===== src/rtl/fetch_pkg.sv =====
// -----------------------------------------------------------------------------
// fetch_pkg
//   Shared types and constants for the instruction fetch stage.
//   - fetch_entry_t : one prefetched instruction together with its PC
//   - NOP_INSTR     : instruction placed in instrD when no live instruction
//   - cnt_width()   : width of a counter that must hold 0..max_val
//   Provides a fallback for the global `WORD define when the global defines
//   file is not part of the compile.
// -----------------------------------------------------------------------------
`ifndef WORD
`define WORD [31:0]
`endif

package fetch_pkg;

  localparam logic [31:0] NOP_INSTR = 32'h0000_0013;

  typedef struct packed {
    logic [31:0] pc;
    logic [31:0] instr;
  } fetch_entry_t;

  function automatic int cnt_width(input int max_val);
    return (max_val < 1) ? 1 : $clog2(max_val + 1);
  endfunction

endpackage


===== src/rtl/fetch_fifo.sv =====
// -----------------------------------------------------------------------------
// fetch_fifo
//   Synchronous prefetch FIFO of fetch_entry_t. Flush has priority over push
//   and pop. Head entry is presented combinationally on rdata.
// Ports:
//   clk, reset       clock, synchronous active-low reset
//   push, wdata      write an entry (ignored when full)
//   pop, rdata       remove the head entry (ignored when empty) / head entry
//   flush            discard all entries
//   count            current number of entries
//   empty, full      status flags
// -----------------------------------------------------------------------------
module fetch_fifo
  import fetch_pkg::*;
#(
  parameter int DEPTH = 4
) (
  input  logic                           clk,
  input  logic                           reset,
  input  logic                           push,
  input  fetch_entry_t                   wdata,
  input  logic                           pop,
  output fetch_entry_t                   rdata,
  input  logic                           flush,
  output logic [$clog2(DEPTH+1)-1:0]     count,
  output logic                           empty,
  output logic                           full
);

  localparam int AW = $clog2(DEPTH);
  localparam int CW = $clog2(DEPTH + 1);

  fetch_entry_t    mem [DEPTH];
  logic [AW-1:0]   wr_ptr;
  logic [AW-1:0]   rd_ptr;
  logic [CW-1:0]   cnt;
  logic            do_push;
  logic            do_pop;

  assign empty   = (cnt == '0);
  assign full    = (cnt == CW'(DEPTH));
  assign count   = cnt;
  assign rdata   = mem[rd_ptr];
  assign do_push = push && !full;
  assign do_pop  = pop && !empty;

  // NOTE: sequential state uses non-blocking (<=) so every flop samples the
  // pre-edge values of the others; blocking here would create ordering races.
  always_ff @(posedge clk) begin
    if (!reset) begin
      wr_ptr <= '0;
      rd_ptr <= '0;
      cnt    <= '0;
    end else if (flush) begin
      wr_ptr <= '0;
      rd_ptr <= '0;
      cnt    <= '0;
    end else begin
      if (do_push) wr_ptr <= wr_ptr + AW'(1);
      if (do_pop)  rd_ptr <= rd_ptr + AW'(1);
      cnt <= cnt + CW'(do_push) - CW'(do_pop);
    end
  end

  // NOTE: storage is not reset; entries are only observed between a push and
  // its pop, so resetting the array would cost flops for no behaviour.
  always_ff @(posedge clk) begin
    if (do_push && !flush) mem[wr_ptr] <= wdata;
  end

endmodule


===== src/rtl/fetch_stage.sv =====
// -----------------------------------------------------------------------------
// fetch_stage
//   Instruction fetch: issues in-order requests to instruction memory under a
//   credit limit, buffers returned words with their PCs in a prefetch FIFO and
//   drives the fetch/decode pipeline register (pcD, instrD, validD).
//   Redirects flush the FIFO and discard responses still in flight; haltF
//   stops new requests while in-flight work drains to decode.
// Optional build macro:
//   FETCH_BYPASS_EN  a live response arriving while the FIFO is empty and
//                    decode is accepting loads pcD/instrD directly.
// Ports:
//   clk, reset                   clock, synchronous active-low reset
//   imemReq, imemAddr, imemGnt   request handshake to instruction memory
//   imemRvalid, imemRdata        in-order responses
//   redirect, redirectPc         control-flow change from execute
//   stallD                       decode back-pressure
//   haltF                        suppress new requests
//   pcD, instrD, validD          fetch/decode pipeline register
// -----------------------------------------------------------------------------
module fetch_stage
  import fetch_pkg::*;
#(
  parameter logic [31:0] RESET_PC   = 32'h0000_0000,
  parameter int          FIFO_DEPTH = 4,
  parameter int          MAX_OUTST  = 2
) (
  input  logic       clk,
  input  logic       reset,
  output logic       imemReq,
  output logic `WORD imemAddr,
  input  logic       imemGnt,
  input  logic       imemRvalid,
  input  logic `WORD imemRdata,
  input  logic       redirect,
  input  logic `WORD redirectPc,
  input  logic       stallD,
  input  logic       haltF,
  output logic `WORD pcD,
  output logic `WORD instrD,
  output logic       validD
);

  localparam int OW = cnt_width(MAX_OUTST);
  localparam int CW = cnt_width(FIFO_DEPTH);

  logic [31:0]   fetch_pc;
  logic [31:0]   resp_pc;
  logic [OW-1:0] outstanding;
  logic [OW-1:0] outst_next;
  logic [OW-1:0] discard;
  logic [CW-1:0] fifo_count;
  logic          fifo_empty;
  logic          fifo_full;
  fetch_entry_t  fifo_head;
  fetch_entry_t  resp_entry;
  logic          credit_ok;
  logic          accept;
  logic          resp_live;
  logic          bypass;
  logic          push;
  logic          pop;

  // Every request reserves a FIFO slot up front, so a response always has
  // room even when decode is stalled. A same-cycle pop is not credited.
  assign credit_ok = (32'(outstanding) < MAX_OUTST) &&
                     (32'(outstanding) + 32'(fifo_count) < FIFO_DEPTH);

  assign imemAddr  = fetch_pc;
  assign imemReq   = reset && !haltF && !redirect && credit_ok;
  assign accept    = imemReq && imemGnt;

  // A response in the redirect cycle is stale by definition.
  assign resp_live = imemRvalid && (discard == '0) && !redirect;

`ifdef FETCH_BYPASS_EN
  assign bypass = resp_live && fifo_empty && !stallD;
`else
  assign bypass = 1'b0;
`endif

  assign push       = resp_live && !bypass;
  assign pop        = !redirect && !stallD && !fifo_empty;
  assign resp_entry = '{pc: resp_pc, instr: imemRdata};

  // NOTE: combinational blocks assign a default first so no path leaves a
  // signal unassigned, which would otherwise infer a latch.
  always_comb begin
    outst_next = outstanding;
    if (accept && !imemRvalid)      outst_next = outstanding + OW'(1);
    else if (!accept && imemRvalid) outst_next = outstanding - OW'(1);
  end

  always_ff @(posedge clk) begin
    if (!reset) begin
      fetch_pc    <= RESET_PC;
      resp_pc     <= RESET_PC;
      outstanding <= '0;
      discard     <= '0;
    end else begin
      outstanding <= outst_next;
      if (redirect) begin
        fetch_pc <= redirectPc;
        resp_pc  <= redirectPc;
        // Everything still in flight after this cycle belongs to the old path.
        discard  <= outst_next;
      end else begin
        if (accept) fetch_pc <= fetch_pc + 32'd4;
        if (imemRvalid) begin
          if (discard != '0) discard <= discard - OW'(1);
          else               resp_pc <= resp_pc + 32'd4;
        end
      end
    end
  end

  // Fetch/decode pipeline register.
  always_ff @(posedge clk) begin
    if (!reset) begin
      pcD    <= '0;
      instrD <= NOP_INSTR;
      validD <= 1'b0;
    end else if (redirect) begin
      instrD <= NOP_INSTR;
      validD <= 1'b0;
    end else if (!stallD) begin
      if (!fifo_empty) begin
        pcD    <= fifo_head.pc;
        instrD <= fifo_head.instr;
        validD <= 1'b1;
      end else if (bypass) begin
        pcD    <= resp_pc;
        instrD <= imemRdata;
        validD <= 1'b1;
      end else begin
        validD <= 1'b0;
      end
    end
  end

  fetch_fifo #(.DEPTH(FIFO_DEPTH)) u_fifo (
    .clk   (clk),
    .reset (reset),
    .push  (push),
    .wdata (resp_entry),
    .pop   (pop),
    .rdata (fifo_head),
    .flush (redirect),
    .count (fifo_count),
    .empty (fifo_empty),
    .full  (fifo_full)
  );

  // Interface contract checks.
  a_rvalid_outst: assert property (@(posedge clk) disable iff (!reset)
    imemRvalid |-> (outstanding != '0));
  a_redirect_align: assert property (@(posedge clk) disable iff (!reset)
    redirect |-> (redirectPc[1:0] == 2'b00));
  a_fifo_room: assert property (@(posedge clk) disable iff (!reset)
    push |-> !fifo_full);

endmodule


===== config.mk =====
export PLATFORM = sky130hd
export DESIGN_NAME = fetch_stage
export DESIGN_NICKNAME = d
export VERILOG_FILES = /design/src/rtl/fetch_pkg.sv /design/src/rtl/fetch_fifo.sv /design/src/rtl/fetch_stage.sv
export SDC_FILE = /design/constraint.sdc
export NUM_CORES = 1
export LEC_CHECK = 0
export BUFFER_PORTS_ARGS = -buffer_cell sky130_fd_sc_hd__buf_2
export CELL_PAD_IN_SITES_DETAIL_PLACEMENT = 0
export CELL_PAD_IN_SITES_GLOBAL_PLACEMENT = 1
export CORE_MARGIN = 2
export CORE_UTILIZATION = 40
export DETAILED_ROUTE_END_ITERATION = 6
export PLACE_DENSITY = 0.8
export SYNTH_ARGS = -nofsm -noshare
export SYNTH_HDL_FRONTEND = slang
export SYNTH_SLANG_ARGS = --single-unit

===== constraint.sdc =====
create_clock -name clk -period 7.2 [get_ports clk]
set_input_delay 2.16 -clock clk [delete_from_list [all_inputs] [get_ports clk]]
set_output_delay 2.16 -clock clk [all_outputs]
set_load 0.1 [all_outputs]

# After elaboration in Yosys (flattened, before gate mapping)
# Memories as Yosys holds them, arrays and structs flattened. A register that Yosys moved wholly into a read port is not among the register bits.
# Cells that the tools add are included.
word_totals:
  ramBits: 256
  latch_bits: 0
  mem_count: 1
  regBits: 140
  romBits: 0
classes:
  n_eq_ne: 2
  n_mux: 15
  addsub: 10
  div_mod_pow: 0
  n_mul: 0
  n_bitwise: 4
  n_reduce_logical: 32
  n_shift: 0
  order_cmp: 2
memory_table:
  columns: ["memory", "depth", "width", "read_ports", "rd_clocked_by_memory_dff", "write_ports", "line_no", "rtl"]
  rows:
  - ["u_fifo.mem", 4, 64, 1, 1, 1, "fetch_fifo.sv:33", "fetch_entry_t mem [DEPTH];"]
op_table:
  columns: ["op", "count"]
  rows:
  - ["$mux 32", 5]
  - ["$add 32x3->32 const B", 2]
  - ["$logic_and 1x1->1", 14]
  - ["$mux 2", 7]
  - ["$reduce_bool 2->1", 4]
  - ["$logic_not 1->1", 7]
  - ["$add 2x1->2 const B", 3]
  - ["$reduce_and 2->1", 3]
  - ["$add 2x3->4", 1]
  - ["$lt 4x3->1 const B", 1]
  - ["$not 1->1", 4]
  - ["$sub 2x1->2 const B", 2]
  - ["$add 3x1->3", 1]
  - ["$eq 3x3->1 const B", 1]
  - ["$logic_not 3->1", 1]
  - ["$mux 1", 3]
  - ["$reduce_and 3->1", 1]
  - ["$sub 3x1->3", 1]
  - ["$logic_not 2->1", 1]
  - ["$lt 2x2->1 const B", 1]
  - ["$ne 2x2->1 const B", 1]
  - ["$reduce_or 2->1", 1]

# Longest topological paths before layout
depth:
  depth_word: 10
  mapped_depth: 13
  depth_no_buf: 11

# Modules after synthesis
# From an unflattened synthesis, not the netlist that was laid out.
hier_totals:
  cells_unflattened: 1126
  area_unflattened_um2: 15646.3
by_module_without_submodules:
  columns: ["module", "seq_area_each_um2", "instances", "area_per_inst_um2", "cells_each"]
  rows:
  - ["fetch_fifo", 7867.5, 1, 9788.1, 386]
  - ["fetch_stage", 2662.6, 1, 5858.1, 740]

# Worst setup path after synthesis
# No wires, ideal clock.
synth_timing:
  kind: "input to output"
  startpoint: "input redirect"
  endpoint: "output imemReq"
  t_arrival_ns: 3.549
  setup_slack_ns: 1.491
  path_stages: 4
  t_required_ns: 5.040
  cell_sequence: "clkbuf_1 > nor2b_1 > clkbuf_1 > and3_1"
synth_between:
  elab_chain_cells: 3
synth_rtl:
  columns: ["element", "line_no", "rtl"]
  rows:
  - ["start, declared", "fetch_stage.sv:34", "input logic redirect,"]
  - ["$logic_not 1->1", "fetch_stage.sv:69", "assign imemReq = reset && !haltF && !redirect && credit_ok;"]
  - ["$logic_and 1x1->1 (2 in a row)", "fetch_stage.sv:69", null]
  - ["end, declared", "fetch_stage.sv:29", "output logic imemReq,"]
# No other way between the ends.

# Final worst setup path
layout_timing:
  startpoint: "input reset"
  endpoint: "output imemReq"
layout_between:
  elab_chain_cells: 3
layout_rtl:
  columns: ["element", "line_no", "rtl"]
  rows:
  - ["start, declared", "fetch_stage.sv:28", "input logic reset,"]
  - ["$logic_and 1x1->1 (3 in a row)", "fetch_stage.sv:69", null]
# No other way between the ends.

==> results.md <==
* Run status: complete, no violations
* Number of buffers inserted by port buffering at roughly 170
* Per-instance average area after synthesis at ~14 um^2
* Time the final worst path needs with I/O delays and setup at 5.48 ns
* Number of DRC markers after the initial detailed-route iteration at 502
* Syn. warnings at 0
* Final hold violation count at 0
* Max-cap violations at 0
* Pin count of the biggest net entering global routing at 74
* Worst Setup Slack post-DPL at 1.70 ns
* Final weighted congestion in routability-driven placement at 0.847
* Reg-to-reg setup timing slack at 4.10 ns
* Distinct cell type count of the synthesized netlist at 61
* Clk pin slew, worst setup/hold paths at 0.06 ns
* Final Max Tran Viols at 0
* Layout Utilization at 47.4%
* Final total power at between 5 and 6 mW
* Share of the cycle needed by the critical path after routing at about 76%
* RSZ-0062 raised after global routing: false
* Die Outline Area at 40300 um^2
* Num Clock Sinks at 398
* Die span in y at 201 um
* Final total negative setup slack at 0 ns
* Register share of total power at 50.5%
* Ports at 169
* Total number of nets in the final design at 1347
* Clock latency on the worst-skew pair at 0.54 ns
* Fraction of final layout cells sized beyond drive strength 1 at ~26%
* Dominant synthesized flop cell: sky130_fd_sc_hd__edfxtp_1
* Global route overflow at 0
* Number of placement rows at 72
* Worst Skew at ~0.018 ns
* Max-slew headroom at the worst pin at 26.6%
* Wire length after detailed routing at 33800 um
* Number of enable flip-flop cells after synthesis at 256
* Remaining DRCs at 0
* Power density relative to cell area at around 280 nW/um^2
* Final Worst Setup Slack at around 1.7 ns
* Share of synthesized area occupied by flip-flops and latches at 67.9%
* DR WL/cell at 18.6 um
* #FFs+latches synth at 398
* Initial cell density of the core at 40.3%
* Router iterations before antenna repair at 6
* Longest Clk Path Bufs at 3
* Data required time at the worst endpoint at 5.04 ns
* Leakage power total at 6.27 nW
* Quantity of hold-fixing buffers added after cts at 0
* Synth Net Count at between 1000 and 1500
* Inserted Clock Buffers at 41
* Count of instances resized after the clock tree is built at 0
* Part of the total power dissipated in combinational logic at 6.4%
* Worst setup path class: input pin to output port
* Hold crit path type: register to register
* Arrival time at the worst endpoint at 3.32 ns
* # setup viols final at 0
* Post-CTS repair timing setup buffer count at 0
* Critical Path Start Type: input pin
* Worst Reg-to-Reg Cells at 12
* Hold Path End: pcD[27]$_SDFFE_PN0P_
* Critical register-to-register path startpoint: u_fifo.count[2]$_SDFF_PP0_
* Post-route antenna net violation count at 0
* Worst-path maximum fanout at 35
* Power spent charging and discharging nets at 1.14 mW
* Critical R2R Capture: u_fifo.count[2]$_SDFF_PP0_
* H-tree level count at 2
* Die Width at 201 um
* Maximum clock frequency at 182 MHz
* Vias per Instance at roughly 5.2
* Area delta synth->final at 17.7%
* Clock share of power at 43.1%
* Critical path capture point type: output port
* Root buffer cell: sky130_fd_sc_hd__clkbuf_16
* Vias in the first global route at between 9000 and 10000
* Dpl hpwl at 20500 um
* Total Routing Usage GR at 16.8%
* Clock tree from TritonCTS: built
* Peak VDD IR at approximately 0.16 mV
* Core box area at 38500 um^2
* Internal power summed over all cells at 3.89 mW
* Via total after detailed routing at 9446
* Switching portion of total power at a little under a quarter
* Count of mapped cells out of synthesis at 1103
* Worst hold path startpoint: pcD[27]$_SDFFE_PN0P_
* Initial antenna violation count at 0
* Global-route wire length before repair at about 53000 um
* Hold path cells at 2
* Post-synthesis async set-or-reset flop share at 0%
* Post-synth design cell area at 15500 um^2
* Transition time of the tightest slew-check pin at 1.10 ns
final cells by class:
class | count | area (um^2)
clock inverter | 12 | 184
multi-input combinational | 630 | 4680
fill | 3435 | 20200
antenna | 1 | 2.50
inverter | 18 | 67.6
timing repair buffer | 176 | 901
tap | 518 | 648
clock buffer | 64 | 1220
sequential | 398 | 10500
through the flow:
step,instance area [um^2],hold slack (ns),cells
2_1_floorplan,15500,0.460,1103
3_3_place_gp,16800,0.439,1740
3_5_place_dp,16800,0.444,1740
4_1_cts,18200,0.452,1816
5_1_grt,18200,0.471,1816
6_report,18200,0.451,1817
power groups by stage:
| stage | clock (mW) | combinational [mW] | sequential (mW) |
|---|---|---|---|
| 3_3_place_gp | 0 | 0.321 | 2.59 |
| 5_1_grt | 2.31 | 0.348 | 2.55 |
| 2_1_floorplan | 0 | 0.128 | 2.69 |
| 6_report | 2.17 | 0.322 | 2.54 |
| 4_1_cts | 2.22 | 0.327 | 2.54 |
| 3_5_place_dp | 0 | 0.326 | 2.59 |
cells in the mapped netlist, types with 2 or more instances:
master                     number  area (um^2)
sky130_fd_sc_hd__nor4_1         5         31.3
sky130_fd_sc_hd__inv_1         16         60.1
sky130_fd_sc_hd__nand2_1      176          661
sky130_fd_sc_hd__nand3_1       28          140
sky130_fd_sc_hd__mux4_2        64         1440
sky130_fd_sc_hd__edfxtp_1     256         7690
sky130_fd_sc_hd__o21ai_1        2         10.0
sky130_fd_sc_hd__o211ai_1       3         22.5
sky130_fd_sc_hd__xor2_1        17          149
sky130_fd_sc_hd__or2_2          2         12.5
sky130_fd_sc_hd__nor2_1        29          109
sky130_fd_sc_hd__mux2_1         2         22.5
sky130_fd_sc_hd__nand4_1       22          138
sky130_fd_sc_hd__buf_2         11         55.1
sky130_fd_sc_hd__nor3_1         5         25.0
sky130_fd_sc_hd__dfxtp_1      142         2840
sky130_fd_sc_hd__a21oi_1      106          531
sky130_fd_sc_hd__nor4_2         4         50.1
sky130_fd_sc_hd__nor2b_1        5         31.3
sky130_fd_sc_hd__mux2i_1        6         60.1
sky130_fd_sc_hd__nor3_2         6         60.1
sky130_fd_sc_hd__or3_1          4         25.0
sky130_fd_sc_hd__and2_1        18          113
sky130_fd_sc_hd__and3_1        11         68.8
sky130_fd_sc_hd__and4_1         7         61.3
sky130_fd_sc_hd__ha_1          10          125
sky130_fd_sc_hd__clkbuf_1      44          165
sky130_fd_sc_hd__o21ai_0       30          150
sky130_fd_sc_hd__a21boi_0       4         30.0
sky130_fd_sc_hd__xnor2_1       29          254
sky130_fd_sc_hd__o21a_1         3         22.5
sky130_fd_sc_hd__o31ai_1        2         15.0
sky130_fd_sc_hd__a31oi_1        5         31.3
sky130_fd_sc_hd__nor4_4         2         42.5
logic make-up (layout without fill, tap and decap cells):
| family | count (synthesis) | count (layout) | synth area share (%) |
|---|---|---|---|
| flops | 398 | 398 | 67.9 |
| simple gates | 334 | 334 | 10.8 |
| compound gates | 167 | 167 | 5.96 |
| buf+inv | 75 | 270 | 1.95 |
| mux | 72 | 72 | 9.83 |
| xor+xnor | 46 | 46 | 2.60 |
| fa+ha+maj | 11 | 11 | 0.937 |
| other cells | 0 | 1 | 0 |
worst max path at each step:
stage / from / cells past startpoint / slack [ns] / to
final: reset / 5 / 1.72 / imemReq
after global routing: reset / 5 / 1.64 / imemReq
after CTS: reset / 5 / 1.70 / imemReq
after detailed placement: reset / 5 / 1.70 / imemReq
after global placement: reset / 5 / 1.70 / imemReq
after floorplan: redirect / 4 / 1.49 / imemReq
flip-flops by register name, summed over array words and instances, names as in the netlist, named ones only:
name           count
discard            2
imemAddr          32
instrD            32
outstanding        2
pcD               32
resp_pc           32
u_fifo.count       3
u_fifo.mem       256
u_fifo.rd_ptr      2
u_fifo.wr_ptr      2
validD             1
worst max-delay path, stage by stage:
cell	delay (ns)
sky130_fd_sc_hd__buf_2	0.07
sky130_fd_sc_hd__buf_4	0.30
sky130_fd_sc_hd__nor2b_1	0.20
sky130_fd_sc_hd__and3_1	0.17
sky130_fd_sc_hd__buf_2	0.42
cell usage in the layout (no fill, tap or decap), drive strengths merged, types with 3 or more instances in the layout:
cell,instances
a21boi,4
edfxtp,256
and2,19
mux4,64
xnor2,29
xor2,17
inv,18
clkinv,8
buf,176
nor2,29
o211ai,3
o21ai,33
o21a,3
dfxtp,142
nor3,11
mux2i,6
nor2b,5
a31oi,5
bufinv,4
nand4,24
clkbuf,64
a21oi,106
and4,8
nor4,11
and3,11
or3,5
nand2,176
ha,10
nand3,29
routing by layer:
layer | part of all wire (%) | vias up | global-route usage [%]
li1 | - | 4438 | -
met1 | 44 | 4675 | 23.0
met2 | 48 | 281 | 28.1
met3 | 5.8 | 52 | 2.79
met4 | 1.8 | 0 | 4.34
met5 | 0 | - | 0
(Power assumes the default switching activity.)
